## config.mk

```make
export PLATFORM = sky130hd
export DESIGN_NAME = measure_multi_ch
export DESIGN_NICKNAME = d
export VERILOG_FILES = /design/src/rtl/measure_multi_ch.sv
export SDC_FILE = /design/constraint.sdc
export NUM_CORES = 1
export LEC_CHECK = 0
export CAP_MARGIN = 5
export CORE_MARGIN = 5
export CORE_UTILIZATION = 63
export CTS_CLUSTER_DIAMETER = 120
export CTS_CLUSTER_SIZE = 30
export DETAILED_ROUTE_END_ITERATION = 16
export PLACE_DENSITY = 0.85
export SKIP_LAST_GASP = 1
export SLEW_MARGIN = 5
export SYNTH_ARGS = -nofsm -noshare
export SYNTH_HDL_FRONTEND = slang
export SYNTH_SLANG_ARGS = --single-unit
```

## constraint.sdc

```tcl
create_clock -name clk -period 4.7 [get_ports clk]
set_input_delay 0.47 -clock clk [delete_from_list [all_inputs] [get_ports clk]]
set_output_delay 0.47 -clock clk [all_outputs]
set_load 0.02 [all_outputs]
```

## src/rtl/measure_multi_ch.sv

```systemverilog
// Round-robin multi-channel ultrasonic ranger: triggers one sensor per slot and
// measures its echo directly in mm. Optional per-channel 4-sample averaging via MEASURE_MULTI_CH_AVG_EN.
module measure_multi_ch #(
   parameter int unsigned CLK_FREQ = 50_000_000,
   parameter int unsigned CH_NUM   = 4,
   parameter int unsigned DIST_W   = 16,
   parameter int unsigned TRIG_US  = 10,
   parameter int unsigned SLOT_MS  = 60,
   parameter int unsigned MAX_MM   = 4000
) (
   input  logic              clk,
   input  logic              rst_n,
   input  logic [CH_NUM-1:0] ch_mask,
   input  logic [CH_NUM-1:0] echo,
   output logic [CH_NUM-1:0] trig,
   output logic [DIST_W-1:0] distance_data,
   output logic [2:0]        distance_ch,
   output logic              distance_err,
   output logic              distance_valid
);

   localparam int unsigned TRIG_CNT = TRIG_US * (CLK_FREQ / 1_000_000);
   localparam int unsigned SLOT_CNT = SLOT_MS * (CLK_FREQ / 1000);
   localparam int unsigned MM_CNT   = CLK_FREQ / 170_000;
   localparam int unsigned TRIG_W   = $clog2(TRIG_CNT + 1);
   localparam int unsigned SLOT_W   = $clog2(SLOT_CNT + 1);
   localparam int unsigned PSC_W    = $clog2(MM_CNT + 1);
   localparam int unsigned MM_W     = $clog2(MAX_MM + 1);
   localparam int unsigned CH_IW    = (CH_NUM > 1) ? $clog2(CH_NUM) : 1;
   localparam int unsigned SUM_W    = DIST_W + 2;

   typedef enum logic [2:0] {
      S_IDLE, S_TRIG, S_WAIT_RISE, S_MEASURE, S_DONE, S_HOLD
   } state_e;

   state_e            state_q;
   logic [CH_IW-1:0]  ptr_q;
   logic [CH_IW-1:0]  ch_q;
   logic [TRIG_W-1:0] trig_cnt_q;
   logic [SLOT_W-1:0] slot_cnt_q;
   logic [PSC_W-1:0]  psc_q;
   logic [MM_W-1:0]   mm_q;
   logic [CH_NUM-1:0] sync1_q, sync2_q, dly_q;
   logic [CH_NUM-1:0] trig_q;
   logic [DIST_W-1:0] data_q;
   logic [2:0]        dist_ch_q;
   logic              err_q;
   logic              valid_q;

   logic              found_d;
   logic [CH_IW-1:0]  next_ch_d;
   logic [CH_IW-1:0]  next_ptr_d;
   logic              echo_c, rise_c, fall_c;
   logic              wrap_c, slot_last_c, slot_end_c;
   logic [MM_W-1:0]   mm_d;
   logic              done_c, res_err_c;
   logic [DIST_W-1:0] res_data_c;
   logic [DIST_W-1:0] out_data_c;

   assign trig           = trig_q;
   assign distance_data  = data_q;
   assign distance_ch    = dist_ch_q;
   assign distance_err   = err_q;
   assign distance_valid = valid_q;

   // Two-flop synchroniser plus one delay flop for edge detection
   always_ff @(posedge clk or negedge rst_n) begin
      if (!rst_n) begin
         sync1_q <= '0;
         sync2_q <= '0;
         dly_q   <= '0;
      end else begin
         sync1_q <= echo;
         sync2_q <= sync1_q;
         dly_q   <= sync2_q;
      end
   end

   assign echo_c = sync2_q[ch_q];
   assign rise_c = echo_c & ~dly_q[ch_q];
   assign fall_c = ~echo_c & dly_q[ch_q];

   // First enabled channel at or after the pointer, wrapping
   always_comb begin
      int unsigned idx;
      idx       = 0;
      found_d   = 1'b0;
      next_ch_d = '0;
      for (int unsigned i = 0; i < CH_NUM; i++) begin
         idx = 32'(ptr_q) + i;
         if (idx >= CH_NUM) idx = idx - CH_NUM;
         if (!found_d && ch_mask[CH_IW'(idx)]) begin
            found_d   = 1'b1;
            next_ch_d = CH_IW'(idx);
         end
      end
   end

   assign next_ptr_d  = (ch_q == CH_IW'(CH_NUM - 1)) ? '0 : ch_q + CH_IW'(1);
   assign wrap_c      = (psc_q == PSC_W'(MM_CNT - 1));
   assign mm_d        = (wrap_c && mm_q != MM_W'(MAX_MM)) ? mm_q + MM_W'(1) : mm_q;
   // Results land on the final slot count at the latest, so every slot is SLOT_CNT+1 cycles
   assign slot_last_c = (slot_cnt_q == SLOT_W'(SLOT_CNT - 2));
   assign slot_end_c  = (slot_cnt_q == SLOT_W'(SLOT_CNT - 1));

   always_comb begin
      done_c     = 1'b0;
      res_err_c  = 1'b0;
      res_data_c = '0;
      case (state_q)
         S_WAIT_RISE: begin
            if (slot_last_c) begin
               done_c    = 1'b1;
               res_err_c = 1'b1;
            end
         end
         S_MEASURE: begin
            if (mm_d == MM_W'(MAX_MM) || slot_last_c) begin
               done_c     = 1'b1;
               res_err_c  = 1'b1;
               res_data_c = DIST_W'(MAX_MM);
            end else if (fall_c) begin
               done_c     = 1'b1;
               res_data_c = DIST_W'(mm_d);
            end
         end
         default: ;
      endcase
   end

`ifdef MEASURE_MULTI_CH_AVG_EN
   // Three previous good samples per channel; the current one completes the window of four
   logic [DIST_W-1:0] hist_q [CH_NUM][3];
   logic [1:0]        hcnt_q [CH_NUM];
   logic [SUM_W-1:0]  sum_c;

   assign sum_c = SUM_W'(res_data_c) + SUM_W'(hist_q[ch_q][0])
                + SUM_W'(hist_q[ch_q][1]) + SUM_W'(hist_q[ch_q][2]);
   assign out_data_c = (!res_err_c && hcnt_q[ch_q] == 2'd3) ? DIST_W'(sum_c >> 2) : res_data_c;

   always_ff @(posedge clk or negedge rst_n) begin
      if (!rst_n) begin
         for (int unsigned i = 0; i < CH_NUM; i++) begin
            hcnt_q[i] <= '0;
            for (int unsigned j = 0; j < 3; j++) hist_q[i][j] <= '0;
         end
      end else if (done_c && !res_err_c) begin
         hist_q[ch_q][0] <= res_data_c;
         hist_q[ch_q][1] <= hist_q[ch_q][0];
         hist_q[ch_q][2] <= hist_q[ch_q][1];
         if (hcnt_q[ch_q] != 2'd3) hcnt_q[ch_q] <= hcnt_q[ch_q] + 2'd1;
      end
   end
`else
   assign out_data_c = res_data_c;
`endif

   // Slot FSM with registered trigger and result outputs
   always_ff @(posedge clk or negedge rst_n) begin
      if (!rst_n) begin
         state_q    <= S_IDLE;
         ptr_q      <= '0;
         ch_q       <= '0;
         trig_cnt_q <= '0;
         slot_cnt_q <= '0;
         psc_q      <= '0;
         mm_q       <= '0;
         trig_q     <= '0;
         data_q     <= '0;
         dist_ch_q  <= '0;
         err_q      <= 1'b0;
         valid_q    <= 1'b0;
      end else begin
         valid_q <= 1'b0;
         if (state_q != S_IDLE)
            slot_cnt_q <= slot_end_c ? '0 : slot_cnt_q + SLOT_W'(1);
         if (done_c) begin
            valid_q   <= 1'b1;
            data_q    <= out_data_c;
            err_q     <= res_err_c;
            dist_ch_q <= 3'(ch_q);
         end
         case (state_q)
            S_IDLE: begin
               if (found_d) begin
                  ch_q       <= next_ch_d;
                  trig_q     <= CH_NUM'(1) << next_ch_d;
                  slot_cnt_q <= '0;
                  trig_cnt_q <= '0;
                  psc_q      <= '0;
                  mm_q       <= '0;
                  state_q    <= S_TRIG;
               end
            end
            S_TRIG: begin
               if (trig_cnt_q == TRIG_W'(TRIG_CNT - 1)) begin
                  trig_q  <= '0;
                  state_q <= S_WAIT_RISE;
               end else begin
                  trig_cnt_q <= trig_cnt_q + TRIG_W'(1);
               end
            end
            S_WAIT_RISE: begin
               if (done_c) begin
                  state_q <= S_DONE;
               end else if (rise_c) begin
                  psc_q   <= '0;
                  mm_q    <= '0;
                  state_q <= S_MEASURE;
               end
            end
            S_MEASURE: begin
               psc_q <= wrap_c ? '0 : psc_q + PSC_W'(1);
               mm_q  <= mm_d;
               if (done_c) state_q <= S_DONE;
            end
            S_DONE, S_HOLD: begin
               if (slot_end_c) begin
                  ptr_q   <= next_ptr_d;
                  state_q <= S_IDLE;
               end else begin
                  state_q <= S_HOLD;
               end
            end
            default: state_q <= S_IDLE;
         endcase
      end
   end

endmodule

```

# Yosys cells after proc, flatten, opt, wreduce, memory -nomap -nowiden
# Index checks and enable logic that the tools add are counted.
[classes]
add_sub_neg = 12
n_eq_ne = 19
bitwise = 4
reduce_logical = 19
n_lt_le_gt_ge = 9
n_mux = 61
n_shift = 1
[op_table]
columns = ["op", "n"]
rows = [
  ["$mux 22", 4],
  ["$mux 12", 7],
  ["$mux 9", 5],
  ["$eq 22x22->1 const B", 2],
  ["$pmux 12 s3", 1],
  ["$pmux 9 s3", 1],
  ["$add 22x1->22 const B", 1],
  ["$add 9x1->9 const B", 2],
  ["$eq 9x9->1 const B", 2],
  ["$mux 2", 9],
  ["$mux 3", 6],
  ["$pmux 9 s2", 1],
  ["$lt 2x3->1 const B", 5],
  ["$mux 1", 15],
  ["$pmux 3 s5", 1],
  ["$add 12x1->12 const B", 1],
  ["$bmux 1 s2", 6],
  ["$eq 12x12->1 const B", 1],
  ["$ne 12x12->1 const B", 1],
  ["$ne 2x2->1 const B", 6],
  ["$ge 3x3->1 const B", 3],
  ["$mux 4", 2],
  ["$pmux 4 s2", 1],
  ["$reduce_and 4->1", 2],
  ["23 further kinds", 40],
]
[totals]
output_inout_bits = 25
word_cells = 140
inputBits = 10
regBits = 95

# Depth between registers and ports, before layout
# Gate-level depths: netlist of the first run.
[logic_depth]
word_depth = 17
depth_mapped = 12
mapped_depth_nobuf = 10

# Least setup slack after synthesis of the first run
# Ideal clock, no wire load.
[synth_path]
path_type = "reg2reg"
from = "reg psc_q[1]"
to = "reg data_q[10] (netlist: distance_data[10])"
n_path_buf = 1
slack_ns = 2.088
path_stages_with_launch = 12
synth_period_minus_slack_ns = 2.612
required_ns = 4.576
t_arrival_ns = 2.488
path_cell_list = "dfrtp_1 inv_1 ha_1 nand4bb_4 or2_2 nor3b_2 xnor2_1 and4b_1 a31oi_4 a21o_4 buf_6 a211o_1"
[synth_between]
elab_chain_len = 7
word_cells_on_any_way = 10
classes_between = "eq/ne (2); mux (6); reduce/logical (2)"
[synth_rtl]
columns = ["item", "line", "text"]
rows = [
  ["from (decl)", "41", "logic [PSC_W-1:0] psc_q;"],
  ["from (signal assigned)", "213", "psc_q <= wrap_c ? '0 : psc_q + PSC_W'(1);"],
  ["$eq 9x9->1 *", "100", "assign wrap_c = (psc_q == PSC_W'(MM_CNT - 1));"],
  ["$logic_and 1x1->1 *", "101", "assign mm_d = (wrap_c && mm_q != MM_W'(MAX_MM)) ? mm_q + MM_W'(1) : mm_q;"],
  ["$mux 12 *", "101", ""],
  ["$eq 12x12->1", "118", "if (mm_d == MM_W'(MAX_MM) || slot_last_c) begin"],
  ["$logic_or 1x1->1", "118", ""],
  ["$mux 1 or $mux 12 (tied branches)", "118", ""],
  ["$pmux 1 s2 or $mux 12 (tied branches)", "110", "case (state_q)"],
  ["to (signal assigned)", "179", "data_q <= out_data_c;"],
  ["to (decl)", "45", "logic [DIST_W-1:0] data_q;"],
]
# Every way passes the cells marked *; elsewhere a longest branch is shown, timed or not.
# A chain may end at the register's enable or synchronous reset.

# Worst setup path after layout of the first run
[layout_path]
from = "reg slot_cnt_q[11]"
to = "reg psc_q[7]"
[layout_between]
elab_chain_len = 6
word_cells_on_any_way = 7
classes_between = "eq/ne (2); mux (3); reduce/logical (2)"
[layout_rtl]
columns = ["item", "line", "text"]
rows = [
  ["from (decl)", "40", "logic [SLOT_W-1:0] slot_cnt_q;"],
  ["from (signal assigned)", "176", "slot_cnt_q <= slot_end_c ? '0 : slot_cnt_q + SLOT_W'(1);"],
  ["$eq 22x22->1 *", "103", "assign slot_last_c = (slot_cnt_q == SLOT_W'(SLOT_CNT - 2));"],
  ["$logic_or 1x1->1", "118", ""],
  ["$mux 1", "118", ""],
  ["$pmux 1 s2 *", "110", ""],
  ["$ne 2x2->1 (no line) *", "n/a", ""],
  ["$reduce_and 4->1 (no line) *", "n/a", ""],
]
# Marked as above.

==> results of run 1 <==
layout by cell type (no fill, tap or decap), drive strengths merged, types with 6 or more instances in the layout:
master	n
nand2b	6
inv	15
nor4	6
xnor2	6
o31ai	8
nand4	9
clkbuf	9
a22o	7
dfrtp	91
xor2	16
o21ai	68
clkdlybuf4s50	28
nand3	20
nand2	62
a21oi	14
and3	13
a21o	8
a31oi	6
nor3	6
ha	8
nor2	55
power breakdown:
part	total (uW)	internal, uW	switching [uW]
Clock	536	249	287
Sequential	919	846	73.4
Combinational	189	85.8	103
final timing paths:
| path | depth (start not counted) | endpoint | start |
|---|---|---|---|
| worst max-delay path | 8 | psc_q[7] | slot_cnt_q[11] |
| worst min-delay path | 1 | distance_data[5] | rst_n |
| worst max register to register | 8 | psc_q[7] | slot_cnt_q[11] |
| worst min register to register | 0 | sync2_q[2] | sync1_q[2] |
| max in group asynchronous | 1 | psc_q[0] | rst_n |
| min in group clk | 0 | sync2_q[2] | sync1_q[2] |
cell families (layout without fill, tap and decap cells):
logic type | count (synthesis) | in the layout
buffers and inverters | 38 | 59
other | 1 | 5
flip-flops | 91 | 91
multiplexers | 11 | 11
adder cells (fa/ha/maj) | 8 | 8
XOR/XNOR | 22 | 22
AND/OR/NAND/NOR | 209 | 209
AO/OA/AOI/OAI | 129 | 129
flip-flops by register name, summed over array words and instances, names as in the netlist, 3 cells and up:
register,flops
psc_q,9
state_q,3
sync1_q,4
trig_cnt_q,9
dly_q,4
slot_cnt_q,22
distance_data,12
trig,4
mm_q,12
sync2_q,4
per-layer routing:
| layer | wire, um | vias to the layer above | part of all wire, % |
|---|---|---|---|
| li1 | - | 1839 | - |
| met2 | 4790 | 107 | 49 |
| met5 | 0 | - | 0 |
| met4 | 180 | 0 | 1.8 |
| met3 | 469 | 16 | 4.8 |
| met1 | 4370 | 1929 | 44 |
area by class of cell:
type                            instances  area (um^2)
Multi-Input combinational cell        384         2390
Clock inverter                          7         76.3
Inverter                               14         52.6
Timing Repair Buffer                   29          288
Fill cell                             588         2270
Sequential cell                        91         2280
Tap cell                              102          128
Clock buffer                            9          124
worst register-to-register path, stage by stage (launching register included):
cell     delay [ps]
dfrtp_1         430
or3_1           400
or3_1           430
nor4_4          510
o21ai_1         150
nand2_1          90
a21o_1          530
o21ai_0         200
o21ai_0         110
through the flow:
| stage | worst slack, ps | cell area, um^2 |
|---|---|---|
| floorplan | 2090 | 4870 |
| global placement | 1700 | 5140 |
| detailed placement | 1690 | 5140 |
| CTS | 1760 | 5340 |
| global route | 1580 | 5340 |
| finish | 1750 | 5340 |
==> results.json, run 1 <==
{
  "synthXorXnorAreaFrac_pct": 4.12,
  "netlist.area_leader.share_pct": 46.9,
  "worst_setup_path_start_kind": "flop",
  "core_area_mm2": 0.00761,
  "slew_headroom_pct": 12.2,
  "synth_warnings": 0,
  "vias": 3891,
  "vdd_drop_max_mv": 0.189,
  "ys_ff_latch": 91,
  "power.density_mw_per_mm2": 308,
  "clock_skew_ps": 14.2,
  "tightest_slew_ps": 1310,
  "holdCritPathClass": "primary input to async pin",
  "grt-ovfl-total": 0,
  "ys_seq_area_share_pct": 46.9,
  "post-route-util_pct": 70.2,
  "fin_crit_sh_pct": 62.9,
  "gp_congestion": 0.950,
  "synth-simple-area-share_pct": 23.2,
  "drtPass1Iterations": 5,
  "io_pins": 35,
  "synth.area.mux_share_pct": 2.91,
  "synth_edf_count": 0,
  "grtUsageMet3_pct": 3.21,
  "grt_pass1_wl_um": 17100,
  "final-setup-viol-count": 0,
  "dieHeight_um": 97.8,
  "cts_made_buffers": 9,
  "synthesis.area_mm2": 0.00486,
  "synth.area.top_cells": "dfrtp_1, o21ai_0, nand2_1",
  "portBuffers": 29,
  "ant_nets": 0,
  "wl_um": 9810,
  "worstSetupPathType": "flop to flop",
  "hold_viol": 0,
  "placement_rows": 32,
  "fin_tns_setup_ps": 0,
  "fin_nets": 547,
  "synth_top_family_by_area": "simple AND/OR/NAND/NOR gates",
  "finalPower_uw": 1640,
  "yosysMostFrequentCell": "dfrtp_1",
  "leakage_uw": 0.00234,
  "path_delay_family": "simple AND/OR/NAND/NOR gates",
  "cp.required_ps": 4970,
  "r2r_setup_slack_ps": 1750,
  "drt_iter0_markers": 222,
  "cts_tree": "done",
  "drc": 0,
  "start_util_pct": 63.9,
  "ys.flop_type": "dfrtp_1",
  "yosys-top-cells-count": "dfrtp_1, o21ai_0, nand2_1, nor2_1, nand3_1",
  "post_cts_buffers": 0,
  "arrival_ps": 3230,
  "antenna_cells": 0,
  "h-tree-depth": 3,
  "end_kind": "flop",
  "max-cap-violations": 0,
  "synth_top_cell_by_area": "dfrtp_1",
  "rsz0062_at_grt": "false",
  "die_x_um": 97.8,
  "synth.distinct_cells": 66,
  "cts_resized": 0,
  "postSynthAreaPerCell_um2": 9.55,
  "place_inst": 620,
  "critPathMaxStageDelay_ps": 530,
  "grt_pass1_vias": 3637,
  "finalNonFillerCells": 636,
  "path_clk_slew_ps": 100,
  "cts_root_buf": "clkbuf_8",
  "clock-sinks": 91,
  "synth-adder-area-share_pct": 2.06,
  "dp_hpwl_um": 6790,
  "fmaxAchievable_mhz": 338,
  "fin_crit_ps": 2950,
  "grt_util_all_layers_pct": 21.6,
  "global_route.usage.met2_pct": 35.6,
  "met1_usage_pct": 28.8,
  "drv_slew": 0,
  "drive_above_1_share_pct": 7.68,
  "insertion_delay_ps": 360,
  "cp_max_fo": 20,
  "synth-async-reset-ratio_pct": 100,
  "hold_slack_ps": 276,
  "gr-max-usage-layer": "met2",
  "vias_per_cell": 6.12,
  "status": "completed",
  "cp_num_buf_inv": 0,
  "area_delta_synth_final_pct": 9.91,
  "grt_antenna_before_repair": 0,
  "syn_inst": 509,
  "cp_cell_sequence": "or3_1 -> or3_1 -> nor4_4 -> o21ai_1 -> nand2_1 -> a21o_1 -> o21ai_0 -> o21ai_0",
  "holdBufCountCts": 0,
  "synth_compound_area_share_pct": 16.6,
  "grt_start_max_net_pins": 92,
  "routedWlPerCell_um": 15.4,
  "cts_buffer_depth": 2,
  "cp_slowest_cell": "a21o_1",
  "die_area_mm2": 0.00957
}
Power figures use the tool's default switching activity.
==> run 2: changes to the inputs <==
--- a/config.mk
+++ b/config.mk
@@ -7,11 +7,11 @@
 export LEC_CHECK = 0
 export CAP_MARGIN = 5
 export CORE_MARGIN = 5
-export CORE_UTILIZATION = 63
+export CORE_UTILIZATION = 53
 export CTS_CLUSTER_DIAMETER = 120
 export CTS_CLUSTER_SIZE = 30
 export DETAILED_ROUTE_END_ITERATION = 16
-export PLACE_DENSITY = 0.85
+export PLACE_DENSITY = 0.76
 export SKIP_LAST_GASP = 1
 export SLEW_MARGIN = 5
 export SYNTH_ARGS = -nofsm -noshare
==> constraint.sdc (replaced) <==
create_clock -name clk -period 2.7 [get_ports clk]
set_input_delay 0.27 -clock clk [delete_from_list [all_inputs] [get_ports clk]]
set_output_delay 0.27 -clock clk [all_outputs]
set_load 0.02 [all_outputs]
==> run 2 against run 1 <==
Net effect:
- first-iteration DRC count down 9.0%
- utilization down 7.0 points
- global-route usage down 1.4 points
- die area up 17%
- setup slack worse by 1700 ps
- routed wire length up 16%
- count of clock-buffer cells in the layout up 1
- critical path type unchanged
- highest routed layer unchanged
==> results.json, run 2 (same netlist as run 1, synthesis figures left out) <==
{
  "status": "completed",
  "grt_antenna_before_repair": 0,
  "final_common_cell": "dfrtp_1",
  "vias": 4087,
  "arrival_ps": 2900,
  "cts_made_buffers": 9,
  "largest_register": "slot_cnt_q",
  "fin_crit_ps": 2660,
  "portBuffers": 29,
  "io_pins": 35,
  "dieHeight_um": 106,
  "num-fill-cells": 738,
  "grt-ovfl-total": 0,
  "cp.required_ps": 2940,
  "multiInputGateArea_mm2": 0.00243,
  "grt_pass1_wl_um": 18700,
  "cp_cell_sequence": "buf_4 -> nand4_1 -> nor2_1 -> nand2_1 -> xnor2_2 -> and4b_2 -> a31oi_4 -> a21o_4 -> a221o_1",
  "hold_viol": 0,
  "path_delay_family": "simple AND/OR/NAND/NOR gates",
  "cts_tree": "done",
  "worst_setup_path_start_kind": "flop",
  "grt_pass1_vias": 3961,
  "power.density_mw_per_mm2": 537,
  "finalPower_uw": 3090,
  "grt_util_all_layers_pct": 20.2,
  "fin_nets": 582,
  "fmaxAchievable_mhz": 376,
  "holdCritPathClass": "primary input to flop",
  "end_kind": "flop",
  "cp_max_fo": 9,
  "clock-sinks": 91,
  "post-route-util_pct": 63.2,
  "insertion_delay_ps": 360,
  "die_x_um": 106,
  "ff_latch_area_mm2": 0.00228,
  "core_area_mm2": 0.00911,
  "start_util_pct": 53.3,
  "clock_skew_ps": 9.72,
  "leakage_uw": 0.00255,
  "area_delta_synth_final_pct": 18.4,
  "placed_cell_area_mm2": 0.00536,
  "slew_headroom_pct": 59.2,
  "cp_num_buf_inv": 1,
  "drtPass1Iterations": 4,
  "dp_hpwl_um": 7560,
  "drive_above_1_share_pct": 14.6,
  "cts_root_buf": "clkbuf_8",
  "final-setup-viol-count": 0,
  "ant_nets": 0,
  "cts_buffer_depth": 2,
  "worstSetupPathType": "flop to flop",
  "drv_slew": 0,
  "path_clk_slew_ps": 90,
  "antenna_cells": 0,
  "vias_per_cell": 6.01,
  "die_area_mm2": 0.0112,
  "vdd_drop_max_mv": 0.309,
  "cp_slowest_cell": "dfrtp_1",
  "fin_area_mm2": 0.00575,
  "placement_rows": 35,
  "h-tree-depth": 3,
  "tightest_slew_ps": 612,
  "fin_crit_sh_pct": 98.4,
  "wl_um": 11400,
  "hold_slack_ps": 348,
  "drt_iter0_markers": 202,
  "grt_start_max_net_pins": 48,
  "largest_reg_flops": 22,
  "max-cap-violations": 0,
  "drc": 0,
  "layout_common_cells": "dfrtp_1, o21ai_0, nand2_1, nor2_1, buf_4",
  "gp_congestion": 0.920,
  "critPathMaxStageDelay_ps": 400,
  "routedWlPerCell_um": 16.7
}
-- run 2: per-layer routing --
metal / up-vias / GRT usage [%] / wire (um)
met5: - / 0 / 0
met4: 0 / 5.74 / 193
met3: 22 / 3.55 / 600
met2: 134 / 32.7 / 5670
met1: 2018 / 27.9 / 4930
li1: 1913 / - / -
-- run 2: final cells by class --
cell class	instances	share of cell area [%]
clock buffers	10	2.39
clock inverters	6	1.96
inverters	14	0.913
multi-input cells	385	42.3
flip-flops and latches	91	39.6
well taps	111	2.41
repair buffers	63	10.4
-- run 2: worst paths after layout --
check | from | end | slack, ps | cells past startpoint
setup / recovery | mm_q[3] | distance_data[7] | 40 | 9
hold / removal | echo[3] | sync1_q[3] | 350 | 1
setup reg to reg | mm_q[3] | distance_data[7] | 40 | 9
hold reg to reg | sync1_q[2] | sync2_q[2] | 360 | 0
max in group asynchronous | rst_n | slot_cnt_q[2] | 1610 | 3
min in group asynchronous | rst_n | mm_q[8] | 460 | 2
-- run 2: through the flow --
step	setup TNS, ps	cells	setup slack, ps
2_1_floorplan	0	513	88.4
3_3_place_gp	0	654	107
6_report	0	680	44.0
5_1_grt	-24.1	680	-11.0
3_5_place_dp	0	654	40.6
4_1_cts	0	671	3.87
-- run 2: worst reg2reg max path: cells and delay by family (launching register included) --
family          cells  cell delay, ps
compound gates      3             740
xor+xnor            1             200
buf+inv             1             200
flops               1             400
simple gates        4            1010
-- run 2: power by group --
group / switching [uW] / total, uW / internal [uW]
sequential: 123 / 1600 / 1470
clock: 489 / 1130 / 642
combinational: 197 / 362 / 165
-- run 2: what timing repair did --
action | in CTS | in global routing
hold buffers | 1 | 0
hold endpoints to repair | 46 | 0
setup buffers | 0 | 8
gates resized for setup | 0 | 11
endpoints found under the setup margin | 0 | 10
==> run 3: changes to the inputs <==
--- a/config.mk
+++ b/config.mk
@@ -5,13 +5,14 @@
 export SDC_FILE = /design/constraint.sdc
 export NUM_CORES = 1
 export LEC_CHECK = 0
+export ABC_AREA = 1
 export CAP_MARGIN = 5
 export CORE_MARGIN = 5
-export CORE_UTILIZATION = 53
+export CORE_UTILIZATION = 54
 export CTS_CLUSTER_DIAMETER = 120
 export CTS_CLUSTER_SIZE = 30
 export DETAILED_ROUTE_END_ITERATION = 16
-export PLACE_DENSITY = 0.76
+export PLACE_DENSITY = 0.77
 export SKIP_LAST_GASP = 1
 export SLEW_MARGIN = 5
 export SYNTH_ARGS = -nofsm -noshare
==> run 3 against run 2 <==
Net effect:
- largest cell class unchanged
- die area grew 4.0%
- clock power shrank 15%
- global-route usage grew 0.92 points
- worst hold slack lost 10 ps
- sequential share of layout area shrank 0.26 points
- largest power group unchanged
- critical path type unchanged
- non-clock buffer count shrank 29
==> results.json, run 3 <==
{
  "rsz0062_at_grt": "false",
  "drt_iter0_markers": 269,
  "holdCritPathClass": "primary input to flop",
  "grt_pass1_wl_um": 19800,
  "gr-max-usage-layer": "met2",
  "postSynthAreaPerCell_um2": 7.94,
  "grt_antenna_before_repair": 0,
  "antenna_cells": 0,
  "largest_reg_flops": 22,
  "status": "completed",
  "dp_hpwl_um": 8440,
  "grtUsageMet3_pct": 4.02,
  "end_kind": "flop",
  "vdd_drop_max_mv": 0.385,
  "cp.required_ps": 3010,
  "synth.area.top_cells": "dfrtp_1, nand2_1, inv_1",
  "global_route.usage.met2_pct": 34.5,
  "fin_tns_setup_ps": 0,
  "largest_register": "slot_cnt_q",
  "synth_top_cell_by_area": "dfrtp_1",
  "yosys-top-cells-count": "nand2_1, dfrtp_1, inv_1, nor2_1, nand3_1",
  "fin_crit_ps": 2380,
  "power.density_mw_per_mm2": 788,
  "hold_viol": 0,
  "post-route-util_pct": 62.3,
  "cts_tree": "done",
  "drc": 0,
  "insertion_delay_ps": 370,
  "r2r_cells": 18,
  "syn_inst": 651,
  "layout_setup_ws_ps": 316,
  "die_area_mm2": 0.0116,
  "start_util_pct": 55.7,
  "vias_per_cell": 5.43,
  "ys_ff_latch": 91,
  "worstHoldEndpoint": "sync1_q[2]",
  "fin_crit_sh_pct": 88.3,
  "synthesis.area_mm2": 0.00517,
  "worst_setup_path_start_kind": "flop",
  "grt_util_all_layers_pct": 21.1,
  "leakage_uw": 0.00265,
  "finalNonFillerCells": 819,
  "dp_slack_ps": 357,
  "max-cap-violations": 0,
  "hold_path.startpoint": "echo[2]",
  "rr_startpoint": "psc_q[1]",
  "hold_slack_ps": 338,
  "yosysMostFrequentCell": "nand2_1",
  "fin_nets": 703,
  "clock-sinks": 91,
  "placement_rows": 35,
  "synth-async-reset-ratio_pct": 100,
  "final_common_cell": "nand2_1",
  "ys_seq_area_share_pct": 44.1,
  "slew_headroom_pct": 64.6,
  "dieHeight_um": 108,
  "cts_root_buf": "clkbuf_8",
  "grt_start_max_net_pins": 51,
  "area_delta_synth_final_pct": 11.9,
  "place_inst": 802,
  "fmaxAchievable_mhz": 419,
  "arrival_ps": 2690,
  "die_x_um": 108,
  "r2r_setup_slack_ps": 320,
  "vias": 4445,
  "gp_congestion": 0.898,
  "grt-ovfl-total": 0,
  "core_area_mm2": 0.00928,
  "synth.distinct_cells": 56,
  "clock_skew_ps": 14.6,
  "synth_edf_count": 0,
  "routedWlPerCell_um": 13.6,
  "cp_max_fo": 18,
  "wl_um": 11200,
  "met1_usage_pct": 27.9,
  "drv_slew": 0,
  "hold_depth": 1,
  "ys.flop_type": "dfrtp_1",
  "r2r-end": "state_q[2]",
  "worstSetupPathType": "flop to flop",
  "path_clk_slew_ps": 100,
  "layout_common_cells": "nand2_1, dfrtp_1, inv_1, nor2_1, nand3_1",
  "synth_warnings": 0,
  "post_cts_buffers": 0,
  "grt_pass1_vias": 4414,
  "drtPass1Iterations": 5,
  "tightest_slew_ps": 530,
  "netlist.area_leader.share_pct": 44.1,
  "cts_made_buffers": 9,
  "portBuffers": 29,
  "h-tree-depth": 3,
  "io_pins": 35,
  "final-setup-viol-count": 0,
  "ant_nets": 0,
  "drive_above_1_share_pct": 9.86,
  "cts_buffer_depth": 2
}
run 3: cell families after synthesis:
| kind of cell | synth area share [%] |
|---|---|
| and+or+nand+nor | 29.0 |
| AOI/OAI and AO/OA | 13.1 |
| DFF | 44.1 |
| muxes | 0.218 |
| other | 0.0726 |
| adders and majority gates | 1.94 |
| buffers and inverters | 8.79 |
| xor gates and xnor gates | 2.83 |
run 3: layer usage:
layer  routed length, um  share of wire (%)
met5                   0                  0
met1                5060                 45
met2                5340                 48
met3                 555                5.0
met4                 206                1.8
run 3: worst max path at each step:
| stage | from | to | slack (ps) |
|---|---|---|---|
| floorplan | psc_q[1] | distance_ch[0] | 700 |
| global placement | ch_mask[0] | psc_q[2] | 410 |
| detailed placement | psc_q[1] | state_q[2] | 360 |
| CTS | psc_q[1] | state_q[2] | 340 |
| global route | psc_q[1] | state_q[2] | 60 |
| finish | psc_q[1] | state_q[2] | 320 |
run 3: report_power, final:
group	switching [uW]	internal (uW)	leakage, uW	total, uW
logic	1170	627	0.00134	1800
registers	191	1610	0.00121	1800
clock network	501	457	0.0000999	958
run 3: area by class of cell:
| class | count | area, um^2 |
|---|---|---|
| clock buffer | 11 | 141 |
| timing repair buffer | 34 | 340 |
| fill | 802 | 3500 |
| tap | 129 | 161 |
| clock inverter | 5 | 60.1 |
| sequential | 91 | 2280 |
| inverter | 91 | 349 |
| multi-input combinational | 458 | 2450 |
run 3: metrics by stage:
step	total power, uW	instance area, um^2
floorplan	3030	5180
global placement	3570	5570
detailed placement	3620	5570
CTS	4580	5780
global route	4880	5780
finish	4560	5780
run 3: repair_timing:
action | 4_1_cts | 5_1_grt
hold buffers | 1 | 0
hold endpoints to repair | 41 | 0
resized for setup | 0 | 0
run 3: critical path, cell delays in order (launching register included):
cell and delay, ps:
dfrtp_1 420, inv_1 70, ha_1 130, nand2_1 70, inv_1 50, nand2_1 70, nor2_4 300, nand2_2 140
nand2_1 80, nand2_1 80, nor2_1 110, nand2_1 80, nor2_1 110, nand2_1 90, nand3_2 80, nand2_4 150
nand2_1 150, nand2_1 60, nor2_1 90
